`src/rtl/ticket_booking_engine.sv`:
```
// Seat-booking engine: per (class, date) seat-count table serving check, book and cancel
// requests over valid/ready request and response channels.
// Optional build macro TICKET_STATS_EN adds saturating booked/cancelled/rejected counters;
// without it the stat ports are tied to zero.
module ticket_booking_engine #(
    parameter int unsigned NUM_CLASSES    = 3,
    parameter int unsigned NUM_DATES      = 32,
    parameter int unsigned SEATS_PER_SLOT = 10,
    parameter int unsigned QTY_W          = 3,
    parameter int unsigned BASE_PRICE     = 100,
    parameter int unsigned PRICE_STEP     = 50,
    parameter int unsigned PRICE_W        = 16,
    localparam int unsigned CLASS_W = (NUM_CLASSES > 1) ? $clog2(NUM_CLASSES) : 1,
    localparam int unsigned DATE_W  = (NUM_DATES > 1) ? $clog2(NUM_DATES) : 1,
    localparam int unsigned CNT_W   = $clog2(SEATS_PER_SLOT + 1)
) (
    input  logic               clk,
    input  logic               rst,
    input  logic               req_valid,
    output logic               req_ready,
    input  logic [1:0]         req_op,
    input  logic [CLASS_W-1:0] req_class,
    input  logic [DATE_W-1:0]  req_date,
    input  logic [QTY_W-1:0]   req_qty,
    output logic               rsp_valid,
    input  logic               rsp_ready,
    output logic [1:0]         rsp_status,
    output logic [PRICE_W-1:0] rsp_price,
    output logic [CNT_W-1:0]   rsp_seats_left,
    output logic [15:0]        stat_booked,
    output logic [15:0]        stat_cancelled,
    output logic [15:0]        stat_rejected
);

    localparam int unsigned NUM_SLOTS = NUM_CLASSES * NUM_DATES;
    localparam int unsigned SLOT_W    = (NUM_SLOTS > 1) ? $clog2(NUM_SLOTS) : 1;
    // Wide enough that neither count-qty nor count+qty wraps.
    localparam int unsigned ARITH_W   = ((CNT_W > QTY_W) ? CNT_W : QTY_W) + 1;

    localparam logic [1:0] OpCheck  = 2'b00;
    localparam logic [1:0] OpBook   = 2'b01;
    localparam logic [1:0] OpCancel = 2'b10;

    localparam logic [1:0] StsOk      = 2'd0;
    localparam logic [1:0] StsSoldOut = 2'd1;
    localparam logic [1:0] StsOverflw = 2'd2;
    localparam logic [1:0] StsBadReq  = 2'd3;

    typedef enum logic [1:0] {StIdle, StLookup, StCommit, StResp} state_t;

    state_t               state_q, state_d;
    logic [CNT_W-1:0]     seat_cnt_q [NUM_SLOTS];

    logic [1:0]           op_q;
    logic [CLASS_W-1:0]   class_q;
    logic [DATE_W-1:0]    date_q;
    logic [QTY_W-1:0]     qty_q;
    logic                 bad_q;
    logic [CNT_W-1:0]     count_q;
    logic [PRICE_W-1:0]   unit_q;
    logic [SLOT_W-1:0]    slot_q;

    logic                 bad_d;
    logic [SLOT_W-1:0]    slot_d;
    logic [PRICE_W-1:0]   unit_d;

    logic [ARITH_W-1:0]   diff, sum;
    logic [PRICE_W-1:0]   total;
    logic [1:0]           status_d;
    logic [PRICE_W-1:0]   price_d;
    logic [CNT_W-1:0]     seats_d;
    logic                 wr_en;

    // State register.
    always_ff @(posedge clk) begin
        if (rst) state_q <= StIdle;
        else     state_q <= state_d;
    end

    // Next-state decode and handshake outputs.
    always_comb begin
        state_d   = state_q;
        req_ready = 1'b0;
        rsp_valid = 1'b0;
        unique case (state_q)
            StIdle: begin
                req_ready = 1'b1;
                if (req_valid) state_d = StLookup;
            end
            StLookup: state_d = StCommit;
            StCommit: state_d = StResp;
            StResp: begin
                rsp_valid = 1'b1;
                if (rsp_ready) state_d = StIdle;
            end
            default: state_d = StIdle;
        endcase
    end

    // Lookup stage: range check, slot address and unit price.
    always_comb begin
        bad_d = (32'(class_q) >= NUM_CLASSES) || (32'(date_q) >= NUM_DATES) ||
                (op_q == 2'b11) || ((op_q != OpCheck) && (qty_q == '0));
        // Out-of-range requests never touch the table; park the address at 0.
        slot_d = bad_d ? '0 : SLOT_W'(SLOT_W'(class_q) * SLOT_W'(NUM_DATES) + SLOT_W'(date_q));
        unit_d = PRICE_W'(32'(BASE_PRICE) + 32'(class_q) * 32'(PRICE_STEP));
    end

    // Commit stage: outcome, response payload and table write value.
    always_comb begin
        diff     = ARITH_W'(count_q) - ARITH_W'(qty_q);
        sum      = ARITH_W'(count_q) + ARITH_W'(qty_q);
        total    = unit_q * PRICE_W'(qty_q);
        status_d = StsOk;
        price_d  = '0;
        seats_d  = count_q;
        wr_en    = 1'b0;
        if (bad_q) begin
            status_d = StsBadReq;
            seats_d  = '0;
        end else if (op_q == OpCheck) begin
            price_d = unit_q;
        end else if (op_q == OpBook) begin
            // Borrow out of the MSB means qty exceeds the remaining count.
            if (diff[ARITH_W-1]) begin
                status_d = StsSoldOut;
            end else begin
                price_d = total;
                seats_d = diff[CNT_W-1:0];
                wr_en   = 1'b1;
            end
        end else begin
            if (sum > ARITH_W'(SEATS_PER_SLOT)) begin
                status_d = StsOverflw;
            end else begin
                price_d = total;
                seats_d = sum[CNT_W-1:0];
                wr_en   = 1'b1;
            end
        end
    end

    // Request capture, lookup registers, table and response registers.
    always_ff @(posedge clk) begin
        if (rst) begin
            op_q           <= '0;
            class_q        <= '0;
            date_q         <= '0;
            qty_q          <= '0;
            bad_q          <= 1'b0;
            count_q        <= '0;
            unit_q         <= '0;
            slot_q         <= '0;
            rsp_status     <= '0;
            rsp_price      <= '0;
            rsp_seats_left <= '0;
            for (int i = 0; i < NUM_SLOTS; i++) seat_cnt_q[i] <= CNT_W'(SEATS_PER_SLOT);
        end else begin
            unique case (state_q)
                StIdle: begin
                    if (req_valid) begin
                        op_q    <= req_op;
                        class_q <= req_class;
                        date_q  <= req_date;
                        qty_q   <= req_qty;
                    end
                end
                StLookup: begin
                    bad_q   <= bad_d;
                    slot_q  <= slot_d;
                    count_q <= seat_cnt_q[slot_d];
                    unit_q  <= unit_d;
                end
                StCommit: begin
                    rsp_status     <= status_d;
                    rsp_price      <= price_d;
                    rsp_seats_left <= seats_d;
                    if (wr_en) seat_cnt_q[slot_q] <= seats_d;
                end
                default: ;
            endcase
        end
    end

`ifdef TICKET_STATS_EN
    logic [15:0] booked_q, cancelled_q, rejected_q;

    function automatic logic [15:0] sat_add(input logic [15:0] a, input logic [15:0] b);
        logic [16:0] s;
        s = {1'b0, a} + {1'b0, b};
        return s[16] ? 16'hFFFF : s[15:0];
    endfunction

    // Saturating usage counters, updated as each response is committed.
    always_ff @(posedge clk) begin
        if (rst) begin
            booked_q    <= '0;
            cancelled_q <= '0;
            rejected_q  <= '0;
        end else if (state_q == StCommit) begin
            if (status_d != StsOk)    rejected_q  <= sat_add(rejected_q, 16'd1);
            else if (op_q == OpBook)   booked_q    <= sat_add(booked_q, 16'(qty_q));
            else if (op_q == OpCancel) cancelled_q <= sat_add(cancelled_q, 16'(qty_q));
        end
    end

    assign stat_booked    = booked_q;
    assign stat_cancelled = cancelled_q;
    assign stat_rejected  = rejected_q;
`else
    assign stat_booked    = '0;
    assign stat_cancelled = '0;
    assign stat_rejected  = '0;
`endif

endmodule

```
`config.mk`:
```
export PLATFORM = sky130hd
export DESIGN_NAME = ticket_booking_engine
export DESIGN_NICKNAME = d
export VERILOG_FILES = /design/src/rtl/ticket_booking_engine.sv
export SDC_FILE = /design/constraint.sdc
export NUM_CORES = 1
export LEC_CHECK = 0
export BUFFER_PORTS_ARGS = -buffer_cell sky130_fd_sc_hd__buf_2
export CAP_MARGIN = 10
export CORE_UTILIZATION = 55
export CTS_CLUSTER_DIAMETER = 150
export DETAILED_ROUTE_END_ITERATION = 8
export MAX_ROUTING_LAYER = met4
export PLACE_DENSITY = 0.8
export RECOVER_POWER = 100
export REMOVE_ABC_BUFFERS = 1
export SLEW_MARGIN = 20
export SYNTH_ARGS = -nofsm -noshare
export SYNTH_HDL_FRONTEND = slang
export SYNTH_SLANG_ARGS = --single-unit
```
`constraint.sdc`:
```
create_clock -name clk -period 4.62 [get_ports clk]
set_clock_uncertainty 0.2 [all_clocks]
set_input_delay 0 -clock clk [delete_from_list [all_inputs] [get_ports clk]]
set_output_delay 0 -clock clk [all_outputs]
set_load 0.05 [all_outputs]
```
; ---- After elaboration in Yosys (flattened, before gate mapping)
; Memory sizes are Yosys's and may differ from the RTL's. A register that Yosys moved wholly into a read port is not among the register bits.
; Cells that the tools add are included.
[word_totals]
n_memories = 1
mem_bits_rw = 384
regBits = 60
input_bits = 16
[mem_list]
columns = memory, words, width, rd, rd_ports_with_merged_regs, write_ports, line_no
row1 = seat_cnt_q, 96, 4, 1, 1, 96, 52  ; logic [CNT_W-1:0] seat_cnt_q [NUM_SLOTS];
[classes]
n_eq_ne = 7
n_addsub = 4
reduce_logical = 10
magnitude_cmp = 2
muxes = 35
mul = 2
[ops]
columns = operator, count
row1 = $mux 16, 5
row2 = $mux 4, 6
row3 = $mul 16x3->16, 1
row4 = $mux 1, 15
row5 = $mux 7, 2
row6 = $mux 2, 6
row7 = $add 7x8->9 const A, 1
row8 = $pmux 2 s4, 1
row9 = $add 7x5->7, 1
row10 = $mul 2x5->7 const B, 1
row11 = $eq 2x2->1 const B, 3
row12 = $add 4x3->5, 1
row13 = $gt 5x4->1 const B, 1
row14 = $sub 4x3->5, 1
row15 = $eq 2x1->1 const B, 2
row16 = $logic_not 2->1, 2
row17 = $ne 2x2->1 const B, 2
row18 = $reduce_and 2->1, 2
row19 = $reduce_or 4->1, 1
row20 = $logic_not 3->1, 1
row21 = $ge 2x2->1 const B, 1
row22 = $logic_or 1x1->1, 2
row23 = $reduce_bool 2->1, 1
row24 = $logic_and 1x1->1, 1

; ---- Depth between registers and ports, before layout
[depth]
word_depth = 12
ltp_mapped = 16
depth_no_buf = 14

; ---- Worst setup path before layout
; No wires, ideal clock.
[synth_timing]
path_type = reg-to-reg
start = register qty_q[1]
end = memory seat_cnt_q[10][0] (netlist name) (data pin)
path_stages_with_launch = 14
setup_slack_ns = 0.665
n_path_buf = 3
period_less_slack_ns = 3.955
t_arrival_ns = 3.614
t_required_ns = 4.279
path_cell_list = dfxtp_1 > buf_2 > inv_1 > ha_1 > nand2b_1 > a211o_1 > a221oi_2 > a21o_1 > buf_6 > a211oi_1 > a211oi_2 > nand2_1 > clkbuf_1 > nor2_1
[synth_rtl]
columns = item, line_no
row1 = start: declaration, 57  ; logic [QTY_W-1:0] qty_q;
row2 = start signal: assignment, 165  ; qty_q <= req_qty;
row3 = end: declaration, 52

; ---- Worst setup path in the final report
[layout_timing]
start = register class_q[0]
end = register count_q[2], read port of seat_cnt_q
[layout_via]
elab_chain_len = 4
[layout_lines]
columns = item, line_no
row1 = start: declaration, 55  ; logic [CLASS_W-1:0] class_q;
row2 = start signal: assignment, 163  ; class_q <= req_class;
row3 = branches (longest 3 deep; another with $add 7x5->7), --
row4 = $mux 7 *, 105  ; slot_d = bad_d ? '0 : SLOT_W'(SLOT_W'(class_q) * SLOT_W'(NUM_DATES) + SLOT_W'(date_q));
row5 = end: declaration, 59  ; logic [CNT_W-1:0] count_q;
; Every way passes the cells marked *.
; A chain may end at the register's enable or synchronous reset.

==> flow_summary.json <==
{
  "status": "complete, no violations",
  "drt-pass1-iter-count": 8,
  "synth_top_area_share_pct": 56.1,
  "hold_viol_final": 0,
  "globalplace.congestion": 0.977,
  "netlist_area_um2": 27400,
  "grt_start_max_net_pins": 97,
  "synth_edf_count": 512,
  "root_buffer": "clkbuf_16",
  "postPlaceCellArea_um2": 28000,
  "design.core.area_um2": 49100,
  "layout-drive-gt1-share_pct": 10.2,
  "final_common_cell": "edfxtp_1",
  "vias_per_cell": 6.55,
  "dp_hpwl_mm": 49.7,
  "grt.total_usage_pct": 32.7,
  "ys_ff_latch": 562,
  "grt_first_pass_wirelength_mm": 120,
  "crit_fanout": 19,
  "switching_share_pct": 34.9,
  "dp.cells": 2966,
  "cp-startpoint": "class_q[0]",
  "period_share_pct": 97.4,
  "cp-endpoint": "count_q[2]",
  "ioPinCount": 88,
  "vdd_drop_max_mv": 0.387,
  "reg2reg_setup_slack_ps": 120,
  "final_cell_mix": "edfxtp_1, nand2_1, nor2_1",
  "grt.overflow.total": 0,
  "synth.largest_area_cell": "edfxtp_1",
  "ys_types": 88,
  "wire_per_inst_um": 25.7,
  "grt_pass1_vias": 19800,
  "rsz0062_at_grt": "false",
  "die_area_um2": 50700,
  "fmax_mhz": 222,
  "htreeDepth": 2,
  "cap_violations": 0,
  "combinationalPowerShare_pct": 28.1,
  "critPathArrivalTime_ps": 4850,
  "cp_slowest_stage_delay_ps": 920,
  "vias": 20400,
  "cts_sinks": 562,
  "cts_made_buffers": 56,
  "max_slew_margin_pct": 2.88,
  "met2_usage_pct": 48.7,
  "reg2regPathDepth": 11,
  "dp_slack_ps": 446,
  "finalSetupTns_ps": 0,
  "gr-usage-met1_pct": 41.1,
  "critPathLaunchType": "register",
  "period_needed_ps": 4500,
  "p_leak_nw": 9.47,
  "io_buffers": 34,
  "syn_inst": 2396,
  "setup_slack_ps": 118,
  "use_met3_pct": 7.90,
  "antenna_found_initial": 2,
  "r2r-end": "count_q[2]",
  "worst_setup_path_end_kind": "register",
  "clockBufferDepth": 3,
  "yosysSeqAreaShare_pct": 59.8,
  "dieWidth_um": 225,
  "row_count": 81,
  "clkTransAtPathRegs_ps": 70,
  "ys_warn_count": 0,
  "seqPwrFrac_pct": 42.2,
  "cp.required_ps": 4970,
  "p_int_w": 0.00942,
  "cp_top_family": "simple AND/OR/NAND/NOR gates",
  "top_usage_layer": "met2",
  "crit_cells": 11,
  "critPathKind": "register to register",
  "min_path_type": "register to register",
  "die_h_um": 225,
  "start_util_pct": 55.8,
  "reg2reg_from": "class_q[0]",
  "route.detailed.drc": 0,
  "path_cells": "ha_1 -> nor4b_2 -> a31o_1 -> buf_4 -> nand2_1 -> and3_1 -> a311oi_1 -> nor4b_1 -> clkbuf_1 -> nor4_1 -> o211a_1",
  "ys_top_cells_by_area": "edfxtp_1, nand2_1, dfxtp_1, mux2i_1, nor2_1",
  "synthArstFlopShare_pct": 0,
  "final_antenna_net_count": 0,
  "worst_pin_slew_ps": 1460,
  "drt_first_iter_violations": 3161,
  "fillCellCount": 3765,
  "post_cts.repair.setup_buffers": 0,
  "setup_viol": 0,
  "drt_wl_total_mm": 80.0,
  "clk_latency_ps": 620,
  "synth_ff_type": "edfxtp_1",
  "cp_slowest_cell": "nor4_1",
  "crit_buf_inv": 2,
  "drv_slew": 0,
  "cts_tree": "built",
  "area_delta_synth_final_pct": 9.61,
  "nets": 2456,
  "p_clk_share_pct": 29.8,
  "powerDensity_nw_per_um2": 482,
  "final_area_um2": 30000,
  "p_switching_w": 0.00505,
  "avgSynthCellArea_um2": 11.4,
  "fin_cells": 3118
}
## per-stage QoR
step	power, W	hold slack, ps	util, %
6_report	0.0145	288	61.2
3_5_place_dp	0.0100	41.5	57.2
2_1_floorplan	0.00851	-131	-
4_1_cts	0.0143	282	61.6
3_3_place_gp	0.00997	35.5	57.2
5_1_grt	0.0148	313	61.2
## worst min path at each step
stage | start | to | slack [ps] | depth (start not counted)
final | rsp_price[9] | rsp_price[9] | 290 | 2
after detailed placement | req_date[1] | date_q[1] | 40 | 3
after global routing | rsp_price[11] | rsp_price[11] | 310 | 2
after CTS | rsp_price[9] | rsp_price[9] | 280 | 2
after global placement | req_date[1] | date_q[1] | 40 | 3
after floorplan | rst | class_q[0] | -130 | 1
## routing by layer
layer | vias to the layer above | wire, um | part of all wire (%)
li1 | 8673 | - | -
met1 | 9841 | 27900 | 35
met2 | 1583 | 36200 | 45
met3 | 327 | 11200 | 14
met4 | 0 | 4790 | 6.0
met5 | - | 0 | 0
## kinds of logic (layout without fill, tap and decap cells)
kind of cell / count (synthesis) / after routing / synth area share, %
DFF: 562 / 562 / 59.8
AOI/OAI and AO/OA: 496 / 496 / 12.8
other: 1 / 54 / 0.0137
xor gates and xnor gates: 6 / 6 / 0.192
adders and majority gates: 33 / 33 / 1.75
muxes: 139 / 139 / 5.83
buffers and inverters: 314 / 319 / 5.64
and+or+nand+nor: 845 / 845 / 13.9
## cell type report
class,count,area (um2),share of cell area [%]
Antenna cell,1,2.50,0.00834
Clock buffer,72,1500,5.01
Clock inverter,32,201,0.671
Inverter,42,158,0.525
Multi-Input combinational cell,1572,9650,32.1
Sequential cell,562,16400,54.6
Tap cell,664,831,2.77
Timing Repair Buffer,173,1290,4.29
## worst min-delay path, cell delays in order (launching register included)
cell,delay [ps]
dfxtp_1,320
nand2_1,70
a21oi_1,60
## power by group through the flow
| stage | combinational, W | clock (W) | sequential, W |
|---|---|---|---|
| 3_3_place_gp | 0.00379 | 0 | 0.00618 |
| 5_1_grt | 0.00425 | 0.00449 | 0.00611 |
| 3_5_place_dp | 0.00386 | 0 | 0.00619 |
| 4_1_cts | 0.00397 | 0.00430 | 0.00608 |
| 2_1_floorplan | 0.00222 | 0 | 0.00629 |
| 6_report | 0.00406 | 0.00431 | 0.00610 |
## sequential cells by signal (all words and copies together), names as in the netlist
signal / flops
date_q: 5
class_q: 2
state_q: 2
bad_q: 1
slot_q: 7
rsp_price: 11
seat_cnt_q: 512
rsp_seats_left: 4
qty_q: 3
count_q: 4
unit_q: 7
rsp_status: 2
op_q: 2
## Yosys cell counts (all sizes together), types with 5 or more instances
cell type / number
o21ai: 68
nand3b: 5
nor4b: 10
mux2: 25
nor2b: 22
a211o: 7
o21bai: 96
a2111oi: 8
clkbuf: 137
a221oi: 21
a222oi: 6
a21o: 15
a21oi: 113
o211a: 6
edfxtp: 512
buf: 135
nor3: 109
mux4: 14
nor2: 255
o211ai: 15
a311oi: 8
nand2: 362
fa: 9
mux2i: 100
and2: 13
o221ai: 28
nand3: 20
o22ai: 20
a22oi: 6
nand2b: 13
nor4: 13
a211oi: 30
inv: 40
dfxtp: 50
ha: 24
a31oi: 13
## repair_timing
item                                   in CTS  in global routing
gates resized for setup                     0                  0
endpoints found under the hold margin      49                  0
hold buffers                               47                  0
No activity file was read; power rests on OpenSTA's default activity.
